### config.mk
export PLATFORM = sky130hd
export DESIGN_NAME = interrupt_controller
export DESIGN_NICKNAME = d
export VERILOG_FILES = /design/src/rtl/interrupt_controller.sv
export SDC_FILE = /design/constraint.sdc
export NUM_CORES = 1
export LEC_CHECK = 0
export BUFFER_PORTS_ARGS = -buffer_cell sky130_fd_sc_hd__buf_2
export CAP_MARGIN = 10
export CORE_ASPECT_RATIO = 1.2
export CORE_UTILIZATION = 54
export CTS_CLUSTER_DIAMETER = 120
export DETAILED_ROUTE_END_ITERATION = 10
export PLACE_DENSITY_LB_ADDON = 0.2
export SYNTH_ARGS = -nofsm -noshare
export SYNTH_HDL_FRONTEND = slang
export SYNTH_SLANG_ARGS = --single-unit
### constraint.sdc
create_clock -name clk -period 2.65 [get_ports clk]
set_clock_uncertainty 0.05 [all_clocks]
set_input_delay 0.53 -clock clk [delete_from_list [all_inputs] [get_ports clk]]
set_output_delay 0.53 -clock clk [all_outputs]
set_load 0.03 [all_outputs]
### src/rtl/interrupt_controller.sv
// interrupt_controller
// Four active-low interrupt sources are latched into a pending register
// together with a 4-bit vector each. A small arbiter presents the
// lowest-numbered pending and enabled source to the CPU, then waits for
// cpuAck, and inserts a one-cycle gap before it arbitrates again.
// Build option: define INTC_TIMEOUT_EN to give up on a presentation after
// ACK_TIMEOUT cycles without cpuAck. The source stays pending and is
// arbitrated again.
module interrupt_controller #(
    parameter int ACK_TIMEOUT = 1000000
) (
    input  logic        clk,
    input  logic        rst,
    input  logic [3:0]  irqSignal,
    input  logic [15:0] irqIndex,
    input  logic        maskWrite,
    input  logic [3:0]  maskValue,
    input  logic        cpuAck,
    output logic        cpuInterrupt,
    output logic [3:0]  cpuIndex,
    output logic [1:0]  cpuSource,
    output logic [3:0]  pending
);

    typedef enum logic [1:0] {
        IDLE    = 2'd0,
        PRESENT = 2'd1,
        GAP     = 2'd2
    } state_t;

    state_t      state_reg, state_next;
    logic [3:0]  pending_reg, pending_next;
    logic [3:0]  vector_reg  [4];
    logic [3:0]  vector_next [4];
    logic [3:0]  mask_reg;
    logic        int_reg, int_next;
    logic [3:0]  index_reg, index_next;
    logic [1:0]  source_reg, source_next;
    logic [3:0]  eligible;
    logic [1:0]  sel;
    logic        ack_clear;
    logic        timeout;

    // Only an acknowledge of a live presentation retires a pending bit
    assign ack_clear = (state_reg == PRESENT) && cpuAck;
    assign eligible  = pending_reg & mask_reg;

    // Per-source request capture. A new request beats a simultaneous ack
    // clear, so a re-raised source is never lost.
    for (genvar gi = 0; gi < 4; gi++) begin : g_src
        assign pending_next[gi] = !irqSignal[gi] ? 1'b1 :
                                  (ack_clear && source_reg == 2'(gi)) ? 1'b0 :
                                  pending_reg[gi];
        assign vector_next[gi]  = !irqSignal[gi] ? irqIndex[4*gi +: 4] : vector_reg[gi];
    end

    // Pending bits, vectors and enable mask
    always_ff @(posedge clk) begin
        if (rst) begin
            pending_reg <= '0;
            mask_reg    <= 4'b1111;
            for (int i = 0; i < 4; i++) vector_reg[i] <= '0;
        end else begin
            pending_reg <= pending_next;
            if (maskWrite) mask_reg <= maskValue;
            for (int i = 0; i < 4; i++) vector_reg[i] <= vector_next[i];
        end
    end

`ifdef INTC_TIMEOUT_EN
    localparam int CW = (ACK_TIMEOUT > 1) ? $clog2(ACK_TIMEOUT) : 1;
    localparam logic [CW-1:0] COUNT_LAST = CW'(ACK_TIMEOUT - 1);

    logic [CW-1:0] count_reg;

    // Cycles spent in PRESENT. The counter is zero on entry because it is held
    // clear in every other state. It saturates at its last value.
    always_ff @(posedge clk) begin
        if (rst || state_reg != PRESENT) begin
            count_reg <= '0;
        end else if (count_reg != COUNT_LAST) begin
            count_reg <= count_reg + CW'(1);
        end
    end

    assign timeout = (count_reg == COUNT_LAST);
`else
    assign timeout = 1'b0;
`endif

    // Lowest-numbered eligible source wins
    always_comb begin
        sel = 2'd0;
        for (int i = 3; i >= 0; i--) begin
            if (eligible[i]) sel = 2'(i);
        end
    end

    // Arbiter next-state and registered CPU outputs
    always_comb begin
        state_next  = state_reg;
        int_next    = int_reg;
        index_next  = index_reg;
        source_next = source_reg;
        case (state_reg)
            IDLE: begin
                int_next = 1'b1;
                if (eligible != 4'b0000) begin
                    source_next = sel;
                    index_next  = vector_reg[sel];
                    int_next    = 1'b0;
                    state_next  = PRESENT;
                end
            end
            PRESENT: begin
                if (cpuAck || timeout) begin
                    int_next   = 1'b1;
                    state_next = GAP;
                end
            end
            GAP: begin
                int_next   = 1'b1;
                state_next = IDLE;
            end
            default: begin
                int_next   = 1'b1;
                state_next = IDLE;
            end
        endcase
    end

    // Arbiter state register
    always_ff @(posedge clk) begin
        if (rst) begin
            state_reg  <= IDLE;
            int_reg    <= 1'b1;
            index_reg  <= '0;
            source_reg <= '0;
        end else begin
            state_reg  <= state_next;
            int_reg    <= int_next;
            index_reg  <= index_next;
            source_reg <= source_next;
        end
    end

    assign cpuInterrupt = int_reg;
    assign cpuIndex     = index_reg;
    assign cpuSource    = source_reg;
    assign pending      = pending_reg;

endmodule

==> metrics.txt, run 1 <==
outcome=complete, no violations; commonest non-fill, non-tap cell in the layout=buf_2; Slowest cell on crit path=dfxtp_1; syn_area_per_cell=between 10 and 15 um^2; vias per cell=5.76; PortBufs=38; final worst slack=a little over 0.9 ns; vias in the first global route=approximately 1,100; final setup TNS=0 ns; Hold Crit Start=irqSignal[1]; #FFs+latches synth=33; final instance area=0.00171 mm^2; GRT Total Usage=23.0%; Post-Syn Nets=approximately 160; worst path cell trace=buf_2; dpl ws=approximately 1.0 ns; Post-CTS Hold Buffers=0; FF+latch area=821 um^2; initial antenna violation count=0; Power Dens Cells=approximately 650 mW/mm^2; Initial Utilization=57.0%; CP Class=reg -> out; Final Hold Vio Count=0; post-synth top area cell=edfxtp_1; Bufs and invs on worst path=1; Synth cell types=29; post-route minimum period=1.74 ns; WL per Instance=14.5 um; Die H=58.8 um; Hold Slack=roughly 0.35 ns; Die Area=between 0.002 and 0.003 mm^2; max_slew headroom=a little over two thirds; Tcrit/Tclk final=65.6%; Synth warnings=0; Iteration-0 DRC Markers=36; Arr. time, crit path=1.16 ns; CTS tree=yes; top post-synthesis cells by area=edfxtp_1, dfxtp_1, and2_1; Setup-failing EPs final=0; Worst Setup SP=pending[0]; Critical Path Sink Type=primary output; Via Count=between 1,000 and 1,500; Layout area overhead=17.6%; Seq/Total Area, Yosys=between 50% and 60%; kind of cell adding the most delay to the critical path=flip-flops; CP max FO=9; RSZ-0062 raised after global routing=no; Routed WL=~2.9 mm; Final Wtd Congestion=approximately 0.86; ANT cells=0; post-synth top area share=around 33%; CTS root buf=clkbuf_4; dpl cell area=between 0.0015 and 0.002 mm^2; first-pass GRT wire length=approximately 4.8 mm; Clk pin slew, worst setup/hold paths=0.09 ns; Die W=around 50 um; Clock Tree Buf Depth=2; Worst EP required=approximately 2.1 ns; IO Count=39; fin nets=196; total clock sinks=33; post-cts sizing count=0; Multi-input gate area=just under 600 um^2; core box area=0.00255 mm^2; final core occ=between 60 and 70%; fillers=between 200 and 250; Post-DRT Antenna Nets=0; post-CTS setup buffers=0; cell row count=20; Cells after Synth=roughly 130; Pleak=~0.7 nW; H-tree depth=2; max-capacitance violation count=0; Slew Limit Fails=0; Hold Path Class=in -> reg; Mapped Area=0.00145 mm^2; VDD IR-drop max=0.488 mV; hpwl dp=about 2.2 mm; CTS buffer count=5; pin count of the biggest net entering global routing=27; most frequent cells in the layout=buf_2, and2_1, dfxtp_1, edfxtp_1, nand2_1; total grt overflow=0; worst-skew pair later-pin latency=roughly 0.33 ns; max reg flops=16; r2r startpoint=pending[0]; CP max stage delay=approximately 0.55 ns; Highest Clock Rate=approximately 0.58 GHz; drt drc=0; TritonRoute pass-1 iters=4; worst slew pin tran=approximately 0.44 ns; Setup crit start kind=flop; layout cells sized above 1=~29%
[power breakdown]
| part | switching [mW] | internal, mW | leakage (nW) |
|---|---|---|---|
| sequential | 0.0340 | 0.581 | 0.313 |
| clock | 0.157 | 0.131 | 0.0326 |
| combinational | 0.120 | 0.0822 | 0.347 |
| total | 0.311 | 0.794 | 0.692 |
[cell usage after synthesis]
cell,number
a211o_1,4
a211oi_1,1
a21oi_1,7
a221o_1,1
a22o_1,1
a22o_4,1
a32oi_1,4
and2_1,17
buf_6,2
clkbuf_1,3
dfxtp_1,17
edfxtp_1,16
inv_1,1
nand2_1,9
nand2b_1,6
nand3b_1,1
nand4b_1,5
nor2_1,6
nor2b_1,4
nor3_1,1
o21a_1,4
o21ai_0,4
o21ai_4,1
o22ai_1,3
o22ai_2,1
o31ai_1,2
o32ai_1,4
or2_4,1
or3b_2,1
[final cells by class]
class                           count  area share [%]
Clock buffer                        8            3.44
Inverter                            1           0.219
Multi-Input combinational cell     89            34.8
Sequential cell                    33            48.0
Tap cell                           33            2.41
Timing Repair Buffer               38            11.1
[logic make-up after synthesis]
group,count (synthesis),share of synthesized area [%]
AND/OR/NAND/NOR,51,20.6
AO/OA/AOI/OAI,38,20.4
flip-flops,33,56.5
buffers and inverters,6,2.58
[worst paths after layout]
kind | endpoint | slack [ns] | cells after the start
setup / recovery | pending[0] | 0.91 | 1
hold / removal | pending[1] | 0.35 | 2
setup reg to reg | cpuIndex[2] | 1.14 | 4
hold reg to reg | cpuIndex[2] | 0.44 | 2
[through the flow]
step | total power [mW] | std cells
after floorplan | 0.761 | 128
after global placement | 0.819 | 194
after detailed placement | 0.827 | 194
after CTS | 1.11 | 202
after global routing | 1.16 | 202
final | 1.11 | 202
[routing by layer]
layer | global-route usage (%) | vias up | part of all wire [%]
li1 | - | 562 | -
met1 | 25.2 | 551 | 39
met2 | 39.9 | 44 | 52
met3 | 6.46 | 7 | 5.5
met4 | 13.0 | 0 | 2.6
met5 | 0 | - | 0
Power figures use the tool's default switching activity.
==> run 2, diff against run 1 <==
--- a/config.mk
+++ b/config.mk
@@ -8,7 +8,7 @@
 export BUFFER_PORTS_ARGS = -buffer_cell sky130_fd_sc_hd__buf_2
 export CAP_MARGIN = 10
 export CORE_ASPECT_RATIO = 1.2
-export CORE_UTILIZATION = 54
+export CORE_UTILIZATION = 51
 export CTS_CLUSTER_DIAMETER = 120
 export DETAILED_ROUTE_END_ITERATION = 10
 export PLACE_DENSITY_LB_ADDON = 0.2
==> constraint.sdc (replaced) <==
create_clock -name clk -period 1.61 [get_ports clk]
set_clock_uncertainty 0.05 [all_clocks]
set_input_delay 0.322 -clock clk [delete_from_list [all_inputs] [get_ports clk]]
set_output_delay 0.322 -clock clk [all_outputs]
set_load 0.03 [all_outputs]
==> metrics.txt, run 2 (synthesized netlist as in run 1, its figures left out) <==
CP Class=reg -> out (unchanged); PortBufs=38 (unchanged); FF+latch area=821 um^2 (unchanged); pin count of the biggest net entering global routing=21 (was 27); Power, Total=1.77 mW (was 1.11 mW); RSZ-0062 raised after global routing=no (unchanged); kind of cell adding the most delay to the critical path=flip-flops (unchanged); Post-CTS Hold Buffers=0 (unchanged); worst-skew pair later-pin latency=0.33 ns (about the same); cell row count=20 (unchanged); Initial Utilization=55.3% (was 57.0%); worst reg2reg path depth=3 (was 4); Arr. time, crit path=1.12 ns (was 1.16 ns); Routed WL=2.91 mm (was 2.94 mm); commonest non-fill, non-tap cell in the layout=buf_2 (unchanged); Final Wtd Congestion=0.851 (was 0.863); cell depth of the worst setup path=1 (unchanged); max reg flops=16 (unchanged); Power Dens Cells=1040 mW/mm^2 (was 646 mW/mm^2); ANT cells=0 (unchanged); max-capacitance violation count=0 (unchanged); Slew Limit Fails=0 (unchanged); most frequent cells in the layout=buf_2, and2_1, dfxtp_1, edfxtp_1, nand2_1 (unchanged); total clock sinks=33 (unchanged); vias per cell=5.72 (was 5.76); Setup crit start kind=flop (unchanged); Pleak=0.694 nW (was 0.692 nW); Layout area overhead=17.6% (about the same); vias in the first global route=1,087 (was 1,086); hpwl dp=2.19 mm (about the same); Post-DRT Antenna Nets=0 (unchanged); initial antenna violation count=0 (unchanged); Iteration-0 DRC Markers=26 (was 36); Slowest cell on crit path=dfxtp_1 (unchanged); CTS tree=yes (unchanged); Tcrit/Tclk final=about 90%; Setup-failing EPs final=0 (unchanged); final setup TNS=0 ns (unchanged); CP max FO=9 (unchanged); FF-to-FF setup slack=0.19 ns (was 1.14 ns); CP max stage delay=0.52 ns (was 0.55 ns); Critical path destination=pending[0] (unchanged); drt drc=0 (unchanged); post-CTS setup buffers=0 (unchanged); Worst EP required=1.24 ns (was 2.07 ns); IO Count=39 (unchanged); GRT Total Usage=21.2% (was 23.0%); Die H=60.5 um (was 58.8 um); Bufs and invs on worst path=1 (unchanged); total grt overflow=0 (unchanged); CTS root buf=clkbuf_4 (unchanged); first-pass GRT wire length=4.64 mm (was 4.77 mm); max_slew headroom=72.0% (was 70.3%); fillers=223 (was 215); Via Count=1,161 (was 1,164); Critical Path Sink Type=primary output (unchanged); H-tree depth=2 (unchanged); worst path cell trace=buf_2 (unchanged); Multi-input gate area=596 um^2 (unchanged); Highest Clock Rate=between 0.6 and 0.7 GHz; fin nets=197 (was 196); r2r startpoint=pending[0] (unchanged); VDD IR-drop max=0.865 mV (was 0.488 mV); Clock Tree Buf Depth=2 (unchanged); Clk pin slew, worst setup/hold paths=0.09 ns (about the same); TritonRoute pass-1 iters=4 (unchanged); CTS buffer count=5 (unchanged); Die W=50.7 um (was 49.4 um); Hold Path Class=in -> reg (unchanged); core box area=0.00263 mm^2 (was 0.00255 mm^2); layout cells sized above 1=29.4% (was 29.0%); post-cts sizing count=0 (unchanged); outcome=complete, no violations (unchanged); worst slew pin tran=0.416 ns (was 0.441 ns); Reg2Reg Capture Point=cpuIndex[2] (unchanged); WL per Instance=14.3 um (was 14.5 um); Worst Setup SP=pending[0] (unchanged); Final Hold Vio Count=0 (unchanged); Die Area=0.00307 mm^2 (was 0.00290 mm^2); post-route minimum period=1.49 ns
-- run 2: cell types whose count changed in the layout (fill, tap and decap cells not counted) --
cell and delta:
clkbuf_1 -2, clkinv_2 +1, buf_4 +1, clkbuf_8 -1, clkinv_1 +2
-- run 2: per-stage QoR --
stage               hold slack, ns  setup slack [ns]  cell area, um^2  std cells  utilization, %
global placement             0.420             0.204             1660        195            63.1
CTS                          0.131             0.143             1710        203            65.0
global route                 0.126            0.0739             1710        203            65.0
detailed placement           0.415             0.186             1660        195            63.1
floorplan                    0.364             0.141             1450        128               -
finish                       0.141             0.121             1710        203            65.0
-- run 2: power by group --
part / internal, mW / switching [mW]
combinational: 0.137 / 0.197
clock: 0.158 / 0.266
sequential: 0.957 / 0.0545
total: 1.25 / 0.518
-- run 2: worst reg2reg max path, stage by stage (launching register included) --
cell and delay [ns]:
dfxtp_1 0.41, a22o_4 0.31, o21ai_0 0.37, o32ai_1 0.16
-- run 2: worst min path at each step --
| stage | start | end | cells after the start |
|---|---|---|---|
| 3_5_place_dp | cpuIndex[0] | cpuIndex[0] | 2 |
| 5_1_grt | maskValue[1] | mask_reg[1] | 2 |
| 4_1_cts | irqSignal[3] | pending[3] | 2 |
| 3_3_place_gp | cpuIndex[1] | cpuIndex[1] | 2 |
| 6_report | irqSignal[1] | pending[1] | 2 |
| 2_1_floorplan | irqSignal[0] | pending[0] | 1 |
-- run 2: layout make-up --
| class | count | area share, % |
|---|---|---|
| multi-input combinational | 89 | 34.8 |
| clock inverter | 3 | 0.732 |
| clock buffer | 5 | 2.20 |
| inverter | 1 | 0.220 |
| sequential | 33 | 48.0 |
| timing repair buffer | 39 | 11.6 |
| tap | 33 | 2.42 |
-- run 2: metal layers --
layer	GRT usage, %	share of wire [%]	up-vias
met5	0	0	-
met4	12.3	3.3	0
met3	8.77	6.9	10
met2	34.5	48	44
met1	23.7	41	541
li1	-	-	566
